$ cat config.mk
export PLATFORM = sky130hd
export DESIGN_NAME = array_mult_pipe
export DESIGN_NICKNAME = d
export VERILOG_FILES = /design/src/rtl/array_mult_pkg.sv /design/src/rtl/array_mult_row.sv /design/src/rtl/array_mult_pipe.sv
export SDC_FILE = /design/constraint.sdc
export NUM_CORES = 1
export LEC_CHECK = 0
export BUFFER_PORTS_ARGS = -buffer_cell sky130_fd_sc_hd__clkbuf_2
export CAP_MARGIN = 20
export CORE_MARGIN = 3
export CORE_UTILIZATION = 30
export CTS_BUF_LIST = sky130_fd_sc_hd__clkbuf_4
export DETAILED_ROUTE_END_ITERATION = 7
export PLACE_DENSITY_LB_ADDON = 0.15
export SLEW_MARGIN = 20
export SYNTH_ARGS = -nofsm -noshare
export SYNTH_HDL_FRONTEND = slang
export SYNTH_HIERARCHICAL = 1
export SYNTH_SLANG_ARGS = --single-unit
$ cat constraint.sdc
create_clock -name clk -period 9.3 [get_ports clk]
set_clock_uncertainty 0.1 [all_clocks]
set_input_delay 1.86 -clock clk [delete_from_list [all_inputs] [get_ports clk]]
set_output_delay 1.86 -clock clk [all_outputs]
set_load 0.02 [all_outputs]
$ cat src/rtl/array_mult_pkg.sv
// Shared sizing helpers for the pipelined array multiplier.
package array_mult_pkg;

  // Number of pipeline stages: the last stage absorbs any partial group of rows.
  function automatic int stages(input int width, input int rows_per_stage);
    return (width + rows_per_stage - 1) / rows_per_stage;
  endfunction

  function automatic int prod_w(input int width);
    return 2 * width;
  endfunction

endpackage

$ cat src/rtl/array_mult_row.sv
// One combinational adder row: adds (a & b_bit) << ROW into the accumulator with an
// HA at column ROW and an FA chain above it. Signed mode: ARRAY_MULT_SIGNED_EN.
module array_mult_row
  import array_mult_pkg::*;
#(
  parameter int WIDTH = 8,
  parameter int ROW   = 1
) (
  input  logic [prod_w(WIDTH)-1:0] acc_i,
  input  logic [WIDTH-1:0]         a_i,
  input  logic                     b_bit_i,
  output logic [prod_w(WIDTH)-1:0] acc_o
);

  localparam int PW = prod_w(WIDTH);

`ifdef ARRAY_MULT_SIGNED_EN
  // Baugh-Wooley: the sign row inverts all but its MSB term; other rows invert only their MSB term.
  localparam logic [WIDTH-1:0] INV_MASK = (ROW == WIDTH - 1) ?
                                          {1'b0, {(WIDTH-1){1'b1}}} :
                                          {1'b1, {(WIDTH-1){1'b0}}};
`endif

  logic [WIDTH-1:0] pp;
  logic [PW-1:0]    pp_ext;
  logic             carry;

  // NOTE: combinational ripple uses blocking '=' so each column sees the carry just computed.
  always_comb begin
    pp = a_i & {WIDTH{b_bit_i}};
`ifdef ARRAY_MULT_SIGNED_EN
    pp = pp ^ INV_MASK;
`endif
    pp_ext = {{(PW-WIDTH){1'b0}}, pp} << ROW;
    acc_o  = acc_i;
    carry  = 1'b0;
    for (int col = ROW; col < PW; col++) begin
      acc_o[col] = acc_i[col] ^ pp_ext[col] ^ carry;
      carry      = (acc_i[col] & pp_ext[col]) | (carry & (acc_i[col] ^ pp_ext[col]));
    end
  end

endmodule

$ cat src/rtl/array_mult_pipe.sv
// Pipelined WIDTHxWIDTH array multiplier with valid/ready handshakes and a register
// after every ROWS_PER_STAGE adder rows. Signed (Baugh-Wooley) mode: ARRAY_MULT_SIGNED_EN.
module array_mult_pipe
  import array_mult_pkg::*;
#(
  parameter int WIDTH          = 8,
  parameter int ROWS_PER_STAGE = 2
) (
  input  logic                 clk,
  input  logic                 rst,
  input  logic                 in_valid,
  output logic                 in_ready,
  input  logic [WIDTH-1:0]     a,
  input  logic [WIDTH-1:0]     b,
  output logic                 out_valid,
  input  logic                 out_ready,
  output logic [2*WIDTH-1:0]   prod
);

  localparam int L  = stages(WIDTH, ROWS_PER_STAGE);
  localparam int PW = prod_w(WIDTH);

  logic [L-1:0]                valid_q, valid_d;
  logic [L-1:0][WIDTH-1:0]     a_q, a_d, b_q, b_d;
  logic [L-1:0][PW-1:0]        acc_q, acc_d;
  logic [WIDTH-1:0][PW-1:0]    row_acc;
  logic                        en;

  assign out_valid = valid_q[L-1];
  assign prod      = acc_q[L-1];
  assign en        = !out_valid || out_ready;
  assign in_ready  = en && !rst;

  for (genvar s = 0; s < L; s++) begin : g_stage
    localparam int LAST_ROW = (((s + 1) * ROWS_PER_STAGE < WIDTH) ?
                               (s + 1) * ROWS_PER_STAGE : WIDTH) - 1;
    if (s == 0) begin : g_first
      assign valid_d[s] = in_valid;
      assign a_d[s]     = a;
      assign b_d[s]     = b;
    end else begin : g_next
      assign valid_d[s] = valid_q[s-1];
      assign a_d[s]     = a_q[s-1];
      assign b_d[s]     = b_q[s-1];
    end
    assign acc_d[s] = row_acc[LAST_ROW];
  end

  for (genvar i = 0; i < WIDTH; i++) begin : g_row
    localparam int S = i / ROWS_PER_STAGE;
    if (i == 0) begin : g_row0
`ifdef ARRAY_MULT_SIGNED_EN
      // The two Baugh-Wooley correction ones are folded into row 0.
      localparam logic [WIDTH-1:0] ROW0_INV   = {1'b1, {(WIDTH-1){1'b0}}};
      localparam logic [PW-1:0]    ROW0_CONST = (PW'(1) << (PW - 1)) | (PW'(1) << WIDTH);
      assign row_acc[i] = {{WIDTH{1'b0}}, (a & {WIDTH{b[0]}}) ^ ROW0_INV} | ROW0_CONST;
`else
      assign row_acc[i] = {{WIDTH{1'b0}}, a & {WIDTH{b[0]}}};
`endif
    end else begin : g_add
      logic [PW-1:0] acc_in;
      if (i % ROWS_PER_STAGE == 0) begin : g_from_reg
        assign acc_in = acc_q[S-1];
      end else begin : g_from_row
        assign acc_in = row_acc[i-1];
      end
      array_mult_row #(
        .WIDTH (WIDTH),
        .ROW   (i)
      ) u_row (
        .acc_i   (acc_in),
        .a_i     (a_d[S]),
        .b_bit_i (b_d[S][i]),
        .acc_o   (row_acc[i])
      );
    end
  end

  // Operand bits of rows already consumed, and the last stage's operands, are not needed.
  logic unused_ok;
  assign unused_ok = ^{a_q[L-1], b_q, b_d};

  // NOTE: state uses non-blocking '<=' so all stages shift off the same pre-edge values.
  always_ff @(posedge clk) begin
    if (rst) begin
      valid_q <= '0;
      a_q     <= '0;
      b_q     <= '0;
      acc_q   <= '0;
    end else if (en) begin
      valid_q <= valid_d;
      a_q     <= a_d;
      b_q     <= b_d;
      acc_q   <= acc_d;
    end
  end

endmodule

==> results.yml <==
clock_network:
  hold_buffers: 0
  clkSlewWorstSetupHoldPaths_ns: 0.17
  cts_tree: "yes"
  root_buffer: "clkbuf_4"
  cts_sinks: 104
  htree_levels: 3
  clk_path_buf_depth: 2
  cts_buffers: 9
  ctsResizeCount: 0
  clock_latency_ns: 0.48
  postCtsSetupBuffers: 0
floorplanning:
  ioPinCount: 38
  die_y_microns: 155.3
  row_count: 53
  start_util: 0.3111
  die-area_sq_mm: 0.02411
  core_area_sq_mm: 0.02149
  chipWidth_microns: 155.3
power:
  ir_drop_v: 0.00007322
  p_leak_nw: 2.908
  p_int_mw: 0.6357
  sequentialPowerShare: 0.560
  p_per_area_mw_per_mm2: 126.4
  switching_share: 0.2746
  pwr-share-comb: 0.134
  p_sw_mw: 0.2406
  clock_power_share: 0.306
sta:
  final.min_clock_period_ns: 5.842
  fin_ws_ns: 3.458
  setup_viol: 0
  drv_slew: 0
  tightest_slew_ns: 1.039
  fmax_mhz: 171.2
  slew_headroom: 0.3071
  period_share: 0.6282
  tns_ns: 0
  rsz0062_at_grt: "no"
  hold_viol_final: 0
worst_setup_path:
  worstReg2RegEnd: "g_row[4].g_add.acc_in[15]"
  cp_num_buf_inv: 4
  start_kind: "flop"
  critPathCaptureType: "flop"
  r2r_slack_ns: 3.46
  r2r_start: "b_d[10]"
  crit_type: "reg -> reg"
  critical_path.max_stage_delay_ns: 0.47
  worstPathRequired_ns: 9.55
  path_max_fanout: 9
  cp.arrival_ns: 6.09
  path_cells: "and2_1 -> ha_1 -> inv_1 -> fa_1 -> inv_1 -> fa_1 -> inv_1 -> fa_1 -> inv_1 -> fa_1 -> fa_1 -> fa_1 -> fa_1 -> fa_1 -> fa_1 -> ha_1 -> ha_1 -> ha_1 -> ha_1 -> xor2_1 -> nand2b_1 -> o21ai_0"
  crit_top_cell: "fa_1"
  startpoint: "b_d[10]"
  cpMaxStageDelayCell: "dfxtp_1"
  crit_family: "adder cells"
  ff2ff_path_depth: 22
place:
  portBuffers: 37
  dp_worst_setup_slack_ns: 3.418
  gp_routability_congestion: 0.7794
  dpl.hpwl_microns: 9094
  place_area_sq_mm: 0.006774
  dpl.cell_count: 897
synthesis:
  yosysUniqueCellTypes: 26
  avgSynthCellArea_sq_um: 10.27
  synth.largest_area_cell: "dfxtp_1"
  synth_top_area_frac: 0.3114
  synthCells: 651
  yosys_warnings: 6
  syn_area_sq_mm: 0.006685
  yosysSeqAreaShare: 0.3114
  synth_area_leaders: "dfxtp_1 31%, fa_1 15%, nand4bb_1 13%"
  ys_ff_latch: 104
layout:
  nFillCells: 2290
  diodes: 0
  finalNetCount: 730
  design_area_sq_mm: 0.006932
  final_cell_count_no_fill: 912
  syn_to_final_growth_pct: 3.687
  seqCellArea_sq_mm: 0.002083
  mostFrequentLayoutCells: "103 x nand2b_1, 103 x dfxtp_1, 79 x nand4bb_1"
  post_route_cells_drive_above_1_share: 0.09262
  multi_input_area_sq_mm: 0.004009
drt:
  num_vias: 4247
  drtAntennaViolNets: 0
  routedWlPerCell_microns: 15.33
  drt-total-wl_microns: 13980
  drt-initial-drc-count: 153
  drc_errors: 0
  via_per_inst: 4.657
  first_pass_iters: 6
hold_path:
  hp-start: "valid_q[2]"
  worstHoldPathType: "reg -> reg"
  whs_endpoint: "valid_q[3]"
  holdPathStages: 2
global_routing:
  grt_util_all_layers: 0.1202
  grt-ovfl-total: 0
  grtUsageMet1: 0.1653
  antenna_found_initial: 0
  grt_pass1_vias: 4520
  top_usage_layer: "met2"
  grt_max_degree: 110
  use_met2: 0.1957
  use_met3: 0.02865
  grt_pass1_wl_microns: 23480
run_status:
  status: "finished, final reports clean"
job:
  drv_cap: 0
-- per-layer routing --
| layer | vias up | wire, microns | share of wire |
|---|---|---|---|
| met4 | 0 | 116 | 0.0083 |
| met3 | 9 | 372 | 0.027 |
| met1 | 2071 | 7193 | 0.51 |
| met2 | 44 | 6301 | 0.45 |
| met5 | - | 0 | 0 |
| li1 | 2123 | - | - |
-- how the worst max path moves through the flow --
stage               cells past startpoint  slack (ns)                   endpoint
finish                                 22        3.46  g_row[4].g_add.acc_in[15]
global route                           22        3.08  g_row[4].g_add.acc_in[15]
CTS                                    22        3.39  g_row[4].g_add.acc_in[15]
detailed placement                     22        3.42  g_row[4].g_add.acc_in[15]
global placement                       22        3.51  g_row[4].g_add.acc_in[15]
floorplan                              20        3.79  g_row[4].g_add.acc_in[15]
-- worst reg2reg max path, stage by stage, from the launching register on --
cell and delay [ns]:
dfxtp_1 0.47, and2_1 0.16, ha_1 0.13, inv_1 0.05
fa_1 0.40, inv_1 0.09, fa_1 0.41, inv_1 0.09
fa_1 0.17, inv_1 0.05, fa_1 0.42, fa_1 0.43
fa_1 0.44, fa_1 0.43, fa_1 0.43, fa_1 0.41
ha_1 0.19, ha_1 0.18, ha_1 0.18, ha_1 0.18
xor2_1 0.15, nand2b_1 0.06, o21ai_0 0.06
-- flip-flops by register name, summed over array words and instances (netlist names) --
| name | count |
|---|---|
| a_d | 24 |
| prod | 16 |
| b_d | 12 |
| g_row.g_add.acc_in | 48 |
| valid_q | 4 |
-- through the flow --
step	util	power, mW	hold slack, ns
after floorplan	-	0.5941	0.3255
after global placement	0.3153	0.6195	0.3380
after detailed placement	0.3153	0.6221	0.3382
after CTS	0.3226	0.8953	0.3630
after global routing	0.3226	0.9318	0.3878
final	0.3226	0.8763	0.3582
-- Yosys cell counts --
library cell  number
fa_1              49
nand4bb_1         79
and2_1            56
mux2i_1           24
buf_1              2
dfxtp_1          104
buf_12             1
buf_2              2
o21ai_0           54
nor2_1             1
conb_1             1
clkbuf_2           1
a21oi_1            1
xor2_1             6
ha_1              28
nand2b_1         103
buf_4             28
inv_1             32
o21ai_1           25
nand2b_4           1
nand2_1            8
xnor2_1            1
buf_6             11
clkbuf_1          31
clkbuf_4           1
nor2b_4            1
-- area by class of cell --
type                       count  share of cell area
timing repair buffer          41             0.03141
clock buffer                   9            0.009747
inverter                      32             0.01733
clock inverter                 6             0.01300
sequential                   104              0.3005
tap                          275             0.04964
multi-input combinational    445              0.5783
-- cells by family after synthesis --
family	synth area share
AND/OR/NAND/NOR	0.2910
buffers and inverters	0.09283
flip-flops	0.3114
AO/OA/AOI/OAI	0.05989
adder cells (fa/ha/maj)	0.1991
multiplexers	0.03593
XOR/XNOR	0.009171
other	0.0005609
-- power by group through the flow --
stage	registers, mW	logic (mW)	clock network (mW)
floorplan	0.497	0.0969	0
global placement	0.501	0.119	0
detailed placement	0.501	0.121	0
CTS	0.492	0.121	0.282
global route	0.495	0.135	0.301
finish	0.491	0.117	0.268
Note: power is estimated with default switching activity, not from simulation.
